<file path="src/rtl/div_clk_monitor_if.sv">
// Measurement bus between a divided-clock monitor and its consumer.
// Carries duty_err only when DIV_MON_DUTY_CHECK_EN is defined.
interface div_clk_monitor_if #(
    parameter int CNT_W = 8
);
    logic             clk_div;
    logic [CNT_W-1:0] period;
    logic [CNT_W-1:0] high_time;
    logic             meas_valid;
    logic             locked;
    logic             mismatch;
    logic             timeout;
`ifdef DIV_MON_DUTY_CHECK_EN
    logic             duty_err;
`endif

    modport master (
        input  clk_div,
        output period,
        output high_time,
        output meas_valid,
        output locked,
        output mismatch,
`ifdef DIV_MON_DUTY_CHECK_EN
        output duty_err,
`endif
        output timeout
    );

    modport slave (
        output clk_div,
        input  period,
        input  high_time,
        input  meas_valid,
        input  locked,
        input  mismatch,
`ifdef DIV_MON_DUTY_CHECK_EN
        input  duty_err,
`endif
        input  timeout
    );
endinterface

</file>
<file path="src/rtl/div_clk_monitor.sv">
// Measures period/high time of clk_div in clk_in cycles, tracks lock to ratio N.
// Optional duty-cycle error flag enabled by defining DIV_MON_DUTY_CHECK_EN.
module div_clk_monitor #(
    parameter int N          = 7,
    parameter int CNT_W      = 8,
    parameter int MAX_PERIOD = 255,
    parameter int LOCK_CNT   = 4
) (
    input  logic                clk_in,
    input  logic                rst,
    div_clk_monitor_if.master   mon
);
    localparam int LC_W = $clog2(LOCK_CNT + 1);

    typedef enum logic [0:0] {
        ST_WAIT = 1'b0,
        ST_MEAS = 1'b1
    } state_t;

    state_t           state_r;
    state_t           state_nxt_s;
    logic             s1_r, s2_r, s3_r;
    logic             rise_s;
    logic             capture_s;
    logic             tmo_s;
    logic [CNT_W-1:0] cnt_r;
    logic [CNT_W-1:0] hcnt_r;
    logic [CNT_W-1:0] period_new_s;
    logic             period_ok_s;
    logic [LC_W-1:0]  lc_r;
    logic [LC_W-1:0]  lc_nxt_s;
    logic [CNT_W-1:0] period_r;
    logic [CNT_W-1:0] high_time_r;
    logic             meas_valid_r;
    logic             locked_r;
    logic             mismatch_r;
    logic             timeout_r;

`ifdef DIV_MON_DUTY_CHECK_EN
    logic             duty_err_r;

    // True when twice the high time differs from the period by more than one cycle.
    function automatic logic duty_off(input logic [CNT_W-1:0] h, input logic [CNT_W-1:0] p);
        logic [CNT_W:0] th;
        logic [CNT_W:0] pp;
        logic [CNT_W:0] d;
        th = {h, 1'b0};
        pp = {1'b0, p};
        if (th > pp) begin
            d = th - pp;
        end else begin
            d = pp - th;
        end
        return (d > (CNT_W+1)'(1));
    endfunction

    assign mon.duty_err = duty_err_r;
`endif

    assign rise_s = s2_r & ~s3_r;

    // Two-flop synchroniser plus history flop for edge detection.
    always_ff @(posedge clk_in or negedge rst) begin
        if (!rst) begin
            s1_r <= 1'b0;
            s2_r <= 1'b0;
            s3_r <= 1'b0;
        end else begin
            s1_r <= mon.clk_div;
            s2_r <= s1_r;
            s3_r <= s2_r;
        end
    end

    // FSM state register.
    always_ff @(posedge clk_in or negedge rst) begin
        if (!rst) begin
            state_r <= ST_WAIT;
        end else begin
            state_r <= state_nxt_s;
        end
    end

    // Next state plus capture/timeout decode; a rise at the threshold wins over timeout.
    always_comb begin
        state_nxt_s = state_r;
        capture_s   = 1'b0;
        tmo_s       = 1'b0;
        case (state_r)
            ST_WAIT: begin
                if (rise_s) begin
                    state_nxt_s = ST_MEAS;
                end else begin
                    state_nxt_s = ST_WAIT;
                end
            end
            ST_MEAS: begin
                if (rise_s) begin
                    capture_s = 1'b1;
                end else if (cnt_r >= CNT_W'(MAX_PERIOD - 1)) begin
                    tmo_s       = 1'b1;
                    state_nxt_s = ST_WAIT;
                end else begin
                    state_nxt_s = ST_MEAS;
                end
            end
            default: begin
                state_nxt_s = ST_WAIT;
            end
        endcase
    end

    // Lock counter saturates at LOCK_CNT and clears on any off-ratio period.
    always_comb begin
        period_new_s = cnt_r + CNT_W'(1);
        period_ok_s  = (period_new_s == CNT_W'(N));
        if (!period_ok_s) begin
            lc_nxt_s = LC_W'(0);
        end else if (lc_r == LC_W'(LOCK_CNT)) begin
            lc_nxt_s = lc_r;
        end else begin
            lc_nxt_s = lc_r + LC_W'(1);
        end
    end

    // Measurement counters, captured results and status flags.
    always_ff @(posedge clk_in or negedge rst) begin
        if (!rst) begin
            cnt_r        <= {CNT_W{1'b0}};
            hcnt_r       <= {CNT_W{1'b0}};
            lc_r         <= {LC_W{1'b0}};
            period_r     <= {CNT_W{1'b0}};
            high_time_r  <= {CNT_W{1'b0}};
            meas_valid_r <= 1'b0;
            locked_r     <= 1'b0;
            mismatch_r   <= 1'b0;
            timeout_r    <= 1'b0;
`ifdef DIV_MON_DUTY_CHECK_EN
            duty_err_r   <= 1'b0;
`endif
        end else begin
            meas_valid_r <= capture_s;
            timeout_r    <= tmo_s;
            if (state_r == ST_WAIT) begin
                if (rise_s) begin
                    cnt_r  <= {CNT_W{1'b0}};
                    hcnt_r <= CNT_W'(1);
                end
            end else if (capture_s) begin
                period_r    <= period_new_s;
                high_time_r <= hcnt_r;
                cnt_r       <= {CNT_W{1'b0}};
                hcnt_r      <= CNT_W'(1);
                lc_r        <= lc_nxt_s;
                locked_r    <= (lc_nxt_s == LC_W'(LOCK_CNT));
                if (!period_ok_s && locked_r) begin
                    mismatch_r <= 1'b1;
                end
`ifdef DIV_MON_DUTY_CHECK_EN
                duty_err_r  <= duty_off(hcnt_r, period_new_s);
`endif
            end else if (tmo_s) begin
                lc_r     <= {LC_W{1'b0}};
                locked_r <= 1'b0;
            end else begin
                if (cnt_r != {CNT_W{1'b1}}) begin
                    cnt_r <= cnt_r + CNT_W'(1);
                end
                if (s2_r && (hcnt_r != {CNT_W{1'b1}})) begin
                    hcnt_r <= hcnt_r + CNT_W'(1);
                end
            end
        end
    end

    assign mon.period     = period_r;
    assign mon.high_time  = high_time_r;
    assign mon.meas_valid = meas_valid_r;
    assign mon.locked     = locked_r;
    assign mon.mismatch   = mismatch_r;
    assign mon.timeout    = timeout_r;
endmodule

</file>
<file path="src/flat_wrapper.sv">
// flat-port wrapper written by rule: the top's interface ports become plain ports
module div_clk_monitor_flat 
#(
    parameter int N          = 7,
    parameter int CNT_W      = 8,
    parameter int MAX_PERIOD = 255,
    parameter int LOCK_CNT   = 4
)
  (clk_in, rst, mon_clk_div, mon_period, mon_high_time, mon_meas_valid, mon_locked, mon_mismatch, mon_timeout);
  div_clk_monitor_if #(.CNT_W(CNT_W)) mon_i ();
  input  logic clk_in;
  input  logic rst;
  input wire logic [$bits(mon_i.clk_div)-1:0] mon_clk_div;
  output wire logic [$bits(mon_i.period)-1:0] mon_period;
  output wire logic [$bits(mon_i.high_time)-1:0] mon_high_time;
  output wire logic [$bits(mon_i.meas_valid)-1:0] mon_meas_valid;
  output wire logic [$bits(mon_i.locked)-1:0] mon_locked;
  output wire logic [$bits(mon_i.mismatch)-1:0] mon_mismatch;
  output wire logic [$bits(mon_i.timeout)-1:0] mon_timeout;
  assign mon_i.clk_div = mon_clk_div;
  assign mon_period = mon_i.period;
  assign mon_high_time = mon_i.high_time;
  assign mon_meas_valid = mon_i.meas_valid;
  assign mon_locked = mon_i.locked;
  assign mon_mismatch = mon_i.mismatch;
  assign mon_timeout = mon_i.timeout;
  div_clk_monitor #(.N(N), .CNT_W(CNT_W), .MAX_PERIOD(MAX_PERIOD), .LOCK_CNT(LOCK_CNT)) u_core (.clk_in(clk_in), .rst(rst), .mon(mon_i));
endmodule
</file>
<file path="config.mk">
export PLATFORM = sky130hd
export DESIGN_NAME = div_clk_monitor_flat
export DESIGN_NICKNAME = d
export VERILOG_FILES = /design/src/rtl/div_clk_monitor_if.sv /design/src/rtl/div_clk_monitor.sv /design/src/flat_wrapper.sv
export SDC_FILE = /design/constraint.sdc
export NUM_CORES = 1
export LEC_CHECK = 0
export ABC_AREA = 1
export BUFFER_PORTS_ARGS = -buffer_cell sky130_fd_sc_hd__buf_2
export CORE_ASPECT_RATIO = 1.4
export CORE_MARGIN = 2
export CORE_UTILIZATION = 35
export DETAILED_ROUTE_END_ITERATION = 8
export SYNTH_ARGS = -nofsm -noshare
export SYNTH_HDL_FRONTEND = slang
export SYNTH_SLANG_ARGS = --single-unit
</file>
<file path="constraint.sdc">
create_clock -name clk_in -period 1.55 [get_ports clk_in]
set_input_delay 0.155 -clock clk_in [delete_from_list [all_inputs] [get_ports clk_in]]
set_output_delay 0.155 -clock clk_in [all_outputs]
set_load 0.01 [all_outputs]
</file>
==> flow_summary_export.csv <==
group,metric,value,unit
run_status,status,"finished with violations",
run_status,violations,"negative setup slack",
setup_path,critPathBufInv,2,
yosys,yosys-top-cells-area,"dfrtp_1, nand2_1, inv_1, o21ai_0, nand3_1",
yosys,synth_top_cell_area_share,50.59,%
setup_path,crit_slowest_cell,"dfrtp_2",
global_routing,grt_start_max_net_pins,24,
yosys,synthMuxAreaShare,0,%
detailed_routing,viasPerCell,4.866,
yosys,yosys_warnings,0,
yosys,synth_ff_type,"dfrtp_1",
detailed_routing,routed_wl,4.844,mm
yosys,synthXorXnorAreaFrac,1.235,%
clock_network,htreeDepth,2,
die,fp.dieH,96.24,um
pwr,peakVddDrop,0.0007660,V
sta,drv_slew,0,
sta,relSlewSlack,66.36,%
sta,setup_ws,-0.05033,ns
setup_path,crit_type,"flop to flop",
cells_and_area,final_nets,319,
die,fp.dieW,69.89,um
pwr,leakage,1.372,nW
clock_network,cts_tree,"done",
yosys,synth_edf_count,0,
sta,rsz0062_at_grt,"yes",
yosys,syn_avg_cell_area,8.441,um2
global_routing,grt_pass1_vias,1805,
pwr,total_power,3.357,mW
placed_design,gp_congestion,0.8956,
setup_path,startpoint_type,"flop",
die,initial_utilization,36.28,%
sta,setup_viol,7,
yosys,ys_ff_latch,43,
yosys,synth_compound_area_share,9.706,%
sta,fin_crit,1.600,ns
sta,worst_pin_slew,0.5047,ns
yosys,syn_inst,252,
setup_path,crit_fanout,7,
clock_network,cts_buffers,5,
global_routing,antenna_found_initial,0,
detailed_routing,vias,1854,
worst_hold_path,min_path_type,"input port to async pin",
placed_design,port_buffers,22,
cells_and_area,antenna-diode-count,0,
clock_network,clk_latency,0.30,ns
yosys,synth_fa_ha_area_share,2.941,%
detailed_routing,drt_first_pass_iters,4,
global_routing,grt_pass1_wl,8.238,mm
setup_path,cpLargestDelayFamily,"simple AND/OR/NAND/NOR gates",
detailed_routing,wl_per_cell,12.71,um
job,maxCapViolCount,0,
cells_and_area,drive_gt1_share,37.62,%
die,rows,33,
cells_and_area,multi_input_area,1087,um2
setup_path,r2r-start,"u_core.cnt_r[1]",
setup_path,cp_cell_sequence,"buf_4, ha_4, nor2_2, nor2_1, nand2_2, nand2_2, nand2_4, nand2_8, buf_4, o21ai_2",
placed_design,hpwl,3.403,mm
setup_path,startpoint,"u_core.cnt_r[1]",
cells_and_area,final_area,2861,um2
die,pin_count,23,
yosys,netlist_area,2127,um2
clock_network,clk_path_buf_depth,2,
yosys,synthSimpleGateAreaFrac,28.41,%
pwr,p_per_area,1173,nW/um2
detailed_routing,drc,0,
setup_path,timing.rr.end,"u_core.hcnt_r[0]",
sta,skew,0.01376,ns
sta,tns,-0.2075,ns
sta,fmax,0.6249,GHz
global_routing,grt-ovfl-total,0,
setup_path,end_kind,"flop",
placed_design,place_area,2486,um2
setup_path,cp_data_arrival_time,1.82,ns
cells_and_area,final-seq-area,1082,um2
clock_network,clock-root-buffer,"clkbuf_8",
sta,post-route-period-util,103.2,%
yosys,synth.distinct_cells,30,
clock_network,clk_pin_slew,0.09,ns
die,die-area,6726,um2
setup_path,max_stage_delay,0.45,ns
cells_and_area,nFillCells,572,
clock_network,clock_sinks,43,
yosys,async_reset_ff_share,100.0,%
cells_and_area,layout-area-overhead-vs-synth,34.53,%
yosys,synth_top_cell_by_area,"dfrtp_1",
die,core_area,5863,um2
placed_design,dp_slack,-0.1265,ns
sta,hold_viol_final,0,
setup_path,ff2ff_path_depth,10,
setup_path,worstPathRequired,1.77,ns
yosys,synth_top_family_by_area,"simple AND/OR/NAND/NOR gates",
detailed_routing,postRouteAntennaNets,0,
yosys,seq_area_frac_synth,50.59,%
yosys,syn_nets,260,
detailed_routing,drt_iter0_drc,128,
setup_path,r2r_slack,-0.05,ns
global_routing,track_usage,15.64,%
## state kept, by name, summed over array words and instances, names as in the netlist
register / cells
u_core.mon.timeout: 1
u_core.mon.meas_valid: 1
u_core.s1_r: 1
u_core.cnt_r: 8
u_core.s3_r: 1
u_core.state_r: 1
u_core.hcnt_r: 8
u_core.mon.locked: 1
u_core.mon.mismatch: 1
u_core.lc_r: 3
u_core.s2_r: 1
u_core.mon.period: 8
u_core.mon.high_time: 8
## worst max path at each step
stage                        endpoint  slack (ns)  cells past startpoint
global placement    u_core.mon.locked       -0.09                     10
floorplan           u_core.mon.locked        0.07                     10
finish               u_core.hcnt_r[0]       -0.05                     10
detailed placement  u_core.mon.locked       -0.13                     10
global route        u_core.mon.locked       -0.13                      9
CTS                 u_core.mon.locked      -0.002                      9
## report_power, final
group / switching (mW) / internal, mW
logic: 0.507 / 0.507
clock network: 0.381 / 0.473
registers: 0.187 / 1.30
total: 1.07 / 2.28
## through the flow
| step | std cells | util, % | hold WS, ns |
|---|---|---|---|
| 5_1_grt | 381 | 48.81 | 0.3759 |
| 3_5_place_dp | 364 | 42.40 | 0.1631 |
| 3_3_place_gp | 364 | 42.40 | 0.1524 |
| 2_1_floorplan | 252 | - | -0.1406 |
| 4_1_cts | 377 | 46.09 | 0.3511 |
| 6_report | 381 | 48.81 | 0.3498 |
## worst register-to-register path, stage by stage (launching register included)
cell	delay [ns]
dfrtp_2	0.45
buf_4	0.15
ha_4	0.15
nor2_2	0.08
nor2_1	0.05
nand2_2	0.12
nand2_2	0.08
nand2_4	0.12
nand2_8	0.08
buf_4	0.14
o21ai_2	0.10
## area by class of cell
type / count / share of cell area, %
Multi-Input combinational cell: 176 / 38.00
Clock buffer: 6 / 2.536
Timing Repair Buffer: 57 / 13.77
Tap cell: 70 / 3.061
Inverter: 28 / 3.760
Sequential cell: 43 / 37.82
Clock inverter: 1 / 1.049
## kinds of logic after synthesis
| logic type | count (synthesis) |
|---|---|
| simple gates | 130 |
| flops | 43 |
| compound gates | 37 |
| buf+inv | 34 |
| fa+ha+maj | 5 |
| xor+xnor | 3 |
## routing by layer
metal  track usage (%)  up-vias  wire (um)  share of wire [%]
met5                 0        -          0                  0
met4             7.212        0        117                2.4
met3             2.827       10        124                2.6
met2             28.73       31       2521                 52
met1             17.60      885       2081                 43
li1                  -      928          -                  -
## repair_timing
item | CTS | global route
hold endpoints to repair | 21 | 0
gates resized for setup | 17 | 40
setup buffers | 3 | 4
pin swaps | 11 | 12
setup endpoints to repair | 18 | 21
gates cloned | 1 | 0
hold buffers | 2 | 0
## layout by cell type (no fill, tap or decap), types with 4 or more instances in the layout
master,Yosys,final
buf_2,0,22
nor2_4,4,5
nand4_1,4,4
a21oi_1,4,4
nand3_2,2,4
dfrtp_1,43,38
dfrtp_2,0,5
buf_4,2,31
nand3_1,18,14
nand2_4,1,4
nand2_1,72,63
o21ai_0,20,13
nand2_2,2,8
nor2_2,3,8
inv_1,27,25
o21ai_1,3,6
clkbuf_8,0,5
o22ai_2,0,4
o21ai_2,2,6
nor2_1,17,11
## cells in the mapped netlist, types with 3 or more instances
master,number
a21oi_1,4
dfrtp_1,43
nand2_1,72
nor2_4,4
ha_1,5
o21ai_1,3
o21ai_0,20
nand4_1,4
nor2_2,3
nor2_1,17
o22ai_1,5
nand3_1,18
clkbuf_1,3
inv_1,27
Power figures use the tool's default switching activity.
